--- src/rtl/asteroids_pkg.sv ---
// Shared definitions for the asteroids graphics path.
// Holds the screen geometry, pixel field widths, the framebuffer arbiter
// state encoding and a helper that recognises the last pixel of a clear.
package asteroids_pkg;

  localparam int SCREEN_W = 160;
  localparam int SCREEN_H = 120;
  localparam int X_W      = 8;
  localparam int Y_W      = 7;
  localparam int COLOUR_W = 3;

  // Arbiter states, kept as plain constants for legacy tools.
  localparam logic [1:0] ST_IDLE  = 2'd0;
  localparam logic [1:0] ST_CLEAR = 2'd1;
  localparam logic [1:0] ST_GRANT = 2'd2;

  // True on the bottom-right pixel, i.e. the final pixel of a screen clear.
  function automatic logic clear_last(input logic [X_W-1:0] x,
                                      input logic [Y_W-1:0] y);
    return (x == X_W'(SCREEN_W - 1)) && (y == Y_W'(SCREEN_H - 1));
  endfunction

endpackage

--- src/rtl/framebuffer_arbiter_rr_pick.sv ---
// Combinational round-robin picker for the framebuffer arbiter.
// Ports:
//   req        in  per-drawer request vector
//   last_grant in  index of the drawer served most recently
//   next_oh    out one-hot winner (first requester after last_grant, ascending, wrapping)
//   next_idx   out index of the winner
//   any        out at least one requester present
module rr_pick #(
  parameter int N_REQ = 4,
  parameter int IDX_W = 2
) (
  input  logic [N_REQ-1:0] req,
  input  logic [IDX_W-1:0] last_grant,
  output logic [N_REQ-1:0] next_oh,
  output logic [IDX_W-1:0] next_idx,
  output logic             any
);

  int cand_s;

  // Scan from last_grant+1 around to last_grant itself; first hit wins.
  always_comb begin
    next_oh  = '0;
    next_idx = '0;
    any      = 1'b0;
    cand_s   = 0;
    for (int k = 1; k <= N_REQ; k++) begin
      cand_s = (int'(last_grant) + k) % N_REQ;
      if (!any && req[cand_s[IDX_W-1:0]]) begin
        next_oh[cand_s[IDX_W-1:0]] = 1'b1;
        next_idx                   = cand_s[IDX_W-1:0];
        any                        = 1'b1;
      end else begin
        any = any;
      end
    end
  end

endmodule

--- src/rtl/framebuffer_arbiter.sv ---
// Shares the VGA adapter pixel-write port between sprite drawers.
// Round-robin grants with bursts bounded to MAX_BURST accepted pixels, and a
// full-screen clear sequenced at each frame boundary ahead of any drawer.
// Ports:
//   clk, reset             clock, synchronous active-high reset
//   frame_start            single-cycle pulse requesting a screen clear
//   req/req_plot           per-drawer request (held for burst) and pixel valid
//   req_x/req_y/req_colour packed per-drawer pixel fields
//   grant                  one-hot grant, all-zero when none
//   vga_x/vga_y/vga_colour/vga_plot  registered pixel write to the adapter
//   clearing               high while the clear sequence runs
//   clear_done             one-cycle pulse alongside the final clear pixel
module framebuffer_arbiter
  import asteroids_pkg::*;
#(
  parameter int                    N_REQ        = 4,
  parameter int                    MAX_BURST    = 16,
  parameter logic [COLOUR_W-1:0]   CLEAR_COLOUR = 3'b000
) (
  input  logic                      clk,
  input  logic                      reset,
  input  logic                      frame_start,
  input  logic [N_REQ-1:0]          req,
  input  logic [N_REQ-1:0]          req_plot,
  input  logic [X_W*N_REQ-1:0]      req_x,
  input  logic [Y_W*N_REQ-1:0]      req_y,
  input  logic [COLOUR_W*N_REQ-1:0] req_colour,
  output logic [N_REQ-1:0]          grant,
  output logic [X_W-1:0]            vga_x,
  output logic [Y_W-1:0]            vga_y,
  output logic [COLOUR_W-1:0]       vga_colour,
  output logic                      vga_plot,
  output logic                      clearing,
  output logic                      clear_done
);

  localparam int IDX_W = (N_REQ > 1) ? $clog2(N_REQ) : 1;

  logic [1:0]          state_q, state_d;
  logic [N_REQ-1:0]    grant_q, grant_d;
  logic [IDX_W-1:0]    gidx_q, gidx_d;
  logic [IDX_W-1:0]    last_grant_q, last_grant_d;
  logic [7:0]          burst_cnt_q, burst_cnt_d;
  logic                clear_pending_q, clear_pending_d;
  logic [X_W-1:0]      x_cnt_q, x_cnt_d;
  logic [Y_W-1:0]      y_cnt_q, y_cnt_d;
  logic [X_W-1:0]      vga_x_q, vga_x_d;
  logic [Y_W-1:0]      vga_y_q, vga_y_d;
  logic [COLOUR_W-1:0] vga_colour_q, vga_colour_d;
  logic                vga_plot_q, vga_plot_d;
  logic                clearing_q, clearing_d;
  logic                clear_done_q, clear_done_d;

  logic [N_REQ-1:0]    pick_oh_s;
  logic [IDX_W-1:0]    pick_idx_s;
  logic                pick_any_s;
  logic                accept_s;
  logic [X_W-1:0]      sel_x_s;
  logic [Y_W-1:0]      sel_y_s;
  logic [COLOUR_W-1:0] sel_colour_s;

  rr_pick #(
    .N_REQ (N_REQ),
    .IDX_W (IDX_W)
  ) u_pick (
    .req        (req),
    .last_grant (last_grant_q),
    .next_oh    (pick_oh_s),
    .next_idx   (pick_idx_s),
    .any        (pick_any_s)
  );

  // Select the granted drawer's pixel fields and decide whether it is accepted.
  always_comb begin
    sel_x_s      = req_x[int'(gidx_q)*X_W +: X_W];
    sel_y_s      = req_y[int'(gidx_q)*Y_W +: Y_W];
    sel_colour_s = req_colour[int'(gidx_q)*COLOUR_W +: COLOUR_W];
    accept_s     = req_plot[gidx_q] & grant_q[gidx_q];
  end

  // Next-state logic for the arbiter FSM, counters and output registers.
  always_comb begin
    state_d         = state_q;
    grant_d         = grant_q;
    gidx_d          = gidx_q;
    last_grant_d    = last_grant_q;
    burst_cnt_d     = burst_cnt_q;
    clear_pending_d = clear_pending_q;
    x_cnt_d         = x_cnt_q;
    y_cnt_d         = y_cnt_q;
    vga_x_d         = vga_x_q;
    vga_y_d         = vga_y_q;
    vga_colour_d    = vga_colour_q;
    vga_plot_d      = 1'b0;
    clearing_d      = clearing_q;
    clear_done_d    = 1'b0;
    case (state_q)
      ST_IDLE: begin
        // A clear always wins over drawers, whether fresh or deferred.
        if (frame_start || clear_pending_q) begin
          state_d    = ST_CLEAR;
          x_cnt_d    = '0;
          y_cnt_d    = '0;
          clearing_d = 1'b1;
        end else if (pick_any_s) begin
          state_d     = ST_GRANT;
          grant_d     = pick_oh_s;
          gidx_d      = pick_idx_s;
          burst_cnt_d = 8'd0;
        end else begin
          state_d = ST_IDLE;
        end
      end
      ST_CLEAR: begin
        vga_x_d      = x_cnt_q;
        vga_y_d      = y_cnt_q;
        vga_colour_d = CLEAR_COLOUR;
        vga_plot_d   = 1'b1;
        if (clear_last(x_cnt_q, y_cnt_q)) begin
          state_d         = ST_IDLE;
          clearing_d      = 1'b0;
          clear_done_d    = 1'b1;
          clear_pending_d = 1'b0;
          x_cnt_d         = '0;
          y_cnt_d         = '0;
        end else if (x_cnt_q == X_W'(SCREEN_W - 1)) begin
          x_cnt_d = '0;
          y_cnt_d = y_cnt_q + 7'd1;
        end else begin
          x_cnt_d = x_cnt_q + 8'd1;
        end
      end
      ST_GRANT: begin
        // A frame boundary mid-burst is remembered, not acted on yet.
        if (frame_start) begin
          clear_pending_d = 1'b1;
        end else begin
          clear_pending_d = clear_pending_q;
        end
        if (accept_s) begin
          vga_x_d      = sel_x_s;
          vga_y_d      = sel_y_s;
          vga_colour_d = sel_colour_s;
          vga_plot_d   = 1'b1;
          burst_cnt_d  = burst_cnt_q + 8'd1;
        end else begin
          burst_cnt_d = burst_cnt_q;
        end
        if (!req[gidx_q] || (accept_s && ((burst_cnt_q + 8'd1) == 8'(MAX_BURST)))) begin
          state_d      = ST_IDLE;
          grant_d      = '0;
          last_grant_d = gidx_q;
        end else begin
          state_d = ST_GRANT;
        end
      end
      default: begin
        state_d    = ST_IDLE;
        grant_d    = '0;
        clearing_d = 1'b0;
      end
    endcase
  end

  // State and output registers with synchronous reset.
  always_ff @(posedge clk) begin
    if (reset) begin
      state_q         <= ST_IDLE;
      grant_q         <= '0;
      gidx_q          <= '0;
      last_grant_q    <= IDX_W'(N_REQ - 1);
      burst_cnt_q     <= 8'd0;
      clear_pending_q <= 1'b0;
      x_cnt_q         <= '0;
      y_cnt_q         <= '0;
      vga_x_q         <= '0;
      vga_y_q         <= '0;
      vga_colour_q    <= '0;
      vga_plot_q      <= 1'b0;
      clearing_q      <= 1'b0;
      clear_done_q    <= 1'b0;
    end else begin
      state_q         <= state_d;
      grant_q         <= grant_d;
      gidx_q          <= gidx_d;
      last_grant_q    <= last_grant_d;
      burst_cnt_q     <= burst_cnt_d;
      clear_pending_q <= clear_pending_d;
      x_cnt_q         <= x_cnt_d;
      y_cnt_q         <= y_cnt_d;
      vga_x_q         <= vga_x_d;
      vga_y_q         <= vga_y_d;
      vga_colour_q    <= vga_colour_d;
      vga_plot_q      <= vga_plot_d;
      clearing_q      <= clearing_d;
      clear_done_q    <= clear_done_d;
    end
  end

  assign grant      = grant_q;
  assign vga_x      = vga_x_q;
  assign vga_y      = vga_y_q;
  assign vga_colour = vga_colour_q;
  assign vga_plot   = vga_plot_q;
  assign clearing   = clearing_q;
  assign clear_done = clear_done_q;

endmodule

--- config.mk ---
export PLATFORM = sky130hd
export DESIGN_NAME = framebuffer_arbiter
export DESIGN_NICKNAME = d
export VERILOG_FILES = /design/src/rtl/asteroids_pkg.sv /design/src/rtl/framebuffer_arbiter_rr_pick.sv /design/src/rtl/framebuffer_arbiter.sv
export SDC_FILE = /design/constraint.sdc
export NUM_CORES = 1
export LEC_CHECK = 0
export CORE_MARGIN = 3
export CORE_UTILIZATION = 35
export DETAILED_ROUTE_END_ITERATION = 6
export DONT_BUFFER_PORTS = 1
export PLACE_DENSITY = 0.49
export SLEW_MARGIN = 0
export SYNTH_ARGS = -nofsm -noshare
export SYNTH_HDL_FRONTEND = slang
export SYNTH_HIERARCHICAL = 1
export SYNTH_SLANG_ARGS = --single-unit
export TNS_END_PERCENT = 5
--- constraint.sdc ---
create_clock -name clk -period 2.84 [get_ports clk]
set_input_delay 0.568 -clock clk [delete_from_list [all_inputs] [get_ports clk]]
set_output_delay 0.568 -clock clk [all_outputs]
set_load 0.05 [all_outputs]
==> out/metrics.cfg <==
[run_status]
status = finished clean

[cts]
cts_num_sinks = 55
cts_buffers = 5
cts_tree = done
cts.repair.resized = 0
cts-root-buf = clkbuf_16
clockBufferDepth = 2
post_cts_buffers = 0
clkLatencyLatePin_ns = 0.29
htreeDepth = 2
cts.clk_slew.worst_paths_ns = 0.08
cts.hold.buffers_added = 0

[routing]
antenna_left = 0
via_count = 3373
post-route-drc-count = 0
wirelength_um = 10500
avgRoutedWirePerCell_um = 18.2
via_per_inst = 5.87
drt_iter0_markers = 160
dr.pass1.iters = 4

[global_routing]
grt_pass1_vias = 3180
grt_pass1_wl_um = 16800
grt_usage = 0.162
grt_start_max_net_pins = 53
overflow = 0
antenna_found_initial = 0

[final_layout]
syn_to_final_growth_pct = 6.95
fin_nets = 532
final_util = 0.386
final_common_cell = dfxtp_1
mostFrequentLayoutCells = dfxtp_1 (54), nor2_1 (46), a21oi_1 (31), nand2_1 (29), mux2i_1 (28)
num_antenna_cells = 0
layout-drive-gt1-share = 0.140
n_fill_cell = 1139

[power_and_ir_drop]
power_leakage_nw = 1.44
cellPowerDensity_nw_per_um2 = 581
vdd_drop_max_v = 0.000230

[floorplanning]
die_y_um = 112
initial_core_util = 0.361
core_area_um2 = 10900
ios = 108
dieArea_um2 = 12600
fp.dieW_um = 112
rows = 38

[yosys]
yosys.cell_types.count = 67
ys.flop_type = dfxtp_1
netlist.area_leader.share = 0.279
ys_seq_area_frac = 0.279
avgSynthCellArea_um2 = 8.88
synthesis.area_um2 = 3940
synthCells = 444
ys_ff_latch = 55
yosys_warnings = 6
async_flop_share = 0
synth_fp_nets = 542
synth.top_cells.by_area = dfxtp_1 (28%), mux4_2 (12%), mux2i_1 (7.1%)
synth-edff-count = 0
yosys.area.top_type = dfxtp_1

[setup_path]
cp_cell_sequence = inv_1, ha_1, inv_1, a31oi_1, o31ai_1, or3_1, a32o_1
regToRegSetupSlack_ns = 0.49
worstSetupPathType = flip-flop to flip-flop
end_kind = flip-flop
path_delay_family = compound AO/OA/AOI/OAI gates
crit_required_ns = 3.03
crit_arrival_ns = 2.54
cp_slowest_stage_delay_ns = 0.51
cp_slowest_cell = ha_1
cpMostUsedCell = inv_1
startpoint_type = flip-flop
critPathBufInv = 2
cp_max_fo = 11

[placed_design]
numPortBuffers = 0
place_congestion = 0.870
dp_hpwl_um = 7560

[sta]
rsz0062_at_grt = no
min_period_ns = 2.35
tns_ns = 0
finalCritPeriodShare = 0.828
relSlewSlack = 0.512
fmax_ghz = 0.425
hold_viol_final = 0
slew_viol_final = 0
worst_pin_slew_ns = 0.724
fin_skew_ns = 0.00645
fin_hold_ws_ns = 0.342
setup_violations = 0

[run]
maxCapViolations = 0

[min_path]
min_path_type = input pin to flip-flop

path summary, 6_finish.rpt:
path	cells after the start	to	start
min reg2reg	2	state_q[0]$_SDFFE_PP0P_	state_q[0]$_SDFFE_PP0P_
max reg2reg	7	grant[2]$_SDFFE_PP0P_	last_grant_q[0]$_SDFFE_PP1P_
min	1	y_cnt_q[3]$_SDFFE_PP0P_	reset
max	7	grant[2]$_SDFFE_PP0P_	last_grant_q[0]$_SDFFE_PP1P_
final cells by class:
| type | instances | area, um2 | share of cell area |
|---|---|---|---|
| clock inverter | 3 | 18.8 | 0.00445 |
| multi-input combinational | 340 | 2620 | 0.622 |
| timing repair buffer | 14 | 105 | 0.0249 |
| clock buffer | 5 | 125 | 0.0297 |
| inverter | 18 | 67.6 | 0.0160 |
| tap | 140 | 175 | 0.0415 |
| sequential | 55 | 1100 | 0.261 |
cell usage after synthesis, types with 3 or more instances:
master and number:
a2111o_1 4, a211oi_1 18, a21oi_1 31, a31oi_1 11, a32o_1 4, and2_1 3, and3_1 7, buf_1 3
buf_2 12, clkbuf_1 12, dfxtp_1 55, ha_1 15, inv_1 16, mux2_2 5, mux2i_1 28, mux4_2 21
nand2_1 29, nand2b_1 5, nand3_1 10, nand4_1 10, nand4b_1 3, nor2_1 46, nor2b_1 4, nor3_1 7
nor3b_1 3, o21ai_0 18, o31ai_1 4, or3_1 8
stage by stage:
| step | total power (W) | area [um2] | worst slack [ns] | instances |
|---|---|---|---|---|
| 2_1_floorplan | 0.00170 | 3940 | 0.251 | 444 |
| 3_3_place_gp | 0.00185 | 4070 | 0.470 | 567 |
| 3_5_place_dp | 0.00185 | 4070 | 0.507 | 567 |
| 4_1_cts | 0.00249 | 4220 | 0.508 | 575 |
| 5_1_grt | 0.00261 | 4220 | 0.305 | 575 |
| 6_report | 0.00245 | 4220 | 0.490 | 575 |
cells by family (layout without fill, tap and decap cells):
group	count (synthesis)	in the layout	share of synthesized area
flip-flops	55	55	0.279
AO/OA/AOI/OAI	119	119	0.211
XOR/XNOR	1	1	0.00222
buffers and inverters	49	40	0.0555
multiplexers	54	54	0.205
adder cells (fa/ha/maj)	15	15	0.0476
AND/OR/NAND/NOR	151	151	0.199
report_power, final:
group	internal, W	switching, W	leakage, nW
logic	0.000308	0.000437	0.918
clock network	0.000328	0.000292	0.0740
registers	0.000846	0.000242	0.447
total	0.00148	0.000970	1.44
registers in the layout, summed over array words and instances (netlist names), 2 cells and up:
register / flops
x_cnt_q: 8
vga_colour: 3
last_grant_q: 2
vga_y: 7
y_cnt_q: 7
gidx_q: 2
burst_cnt_q: 8
vga_x: 8
state_q: 2
grant: 4
metal layers:
metal	GRT usage	wire (um)	vias to the layer above
li1	-	-	1670
met1	0.225	4850	1616
met2	0.255	4880	75
met3	0.0350	586	12
met4	0.0481	125	0
met5	0	0	-
No activity file was read; power rests on OpenSTA's default activity.
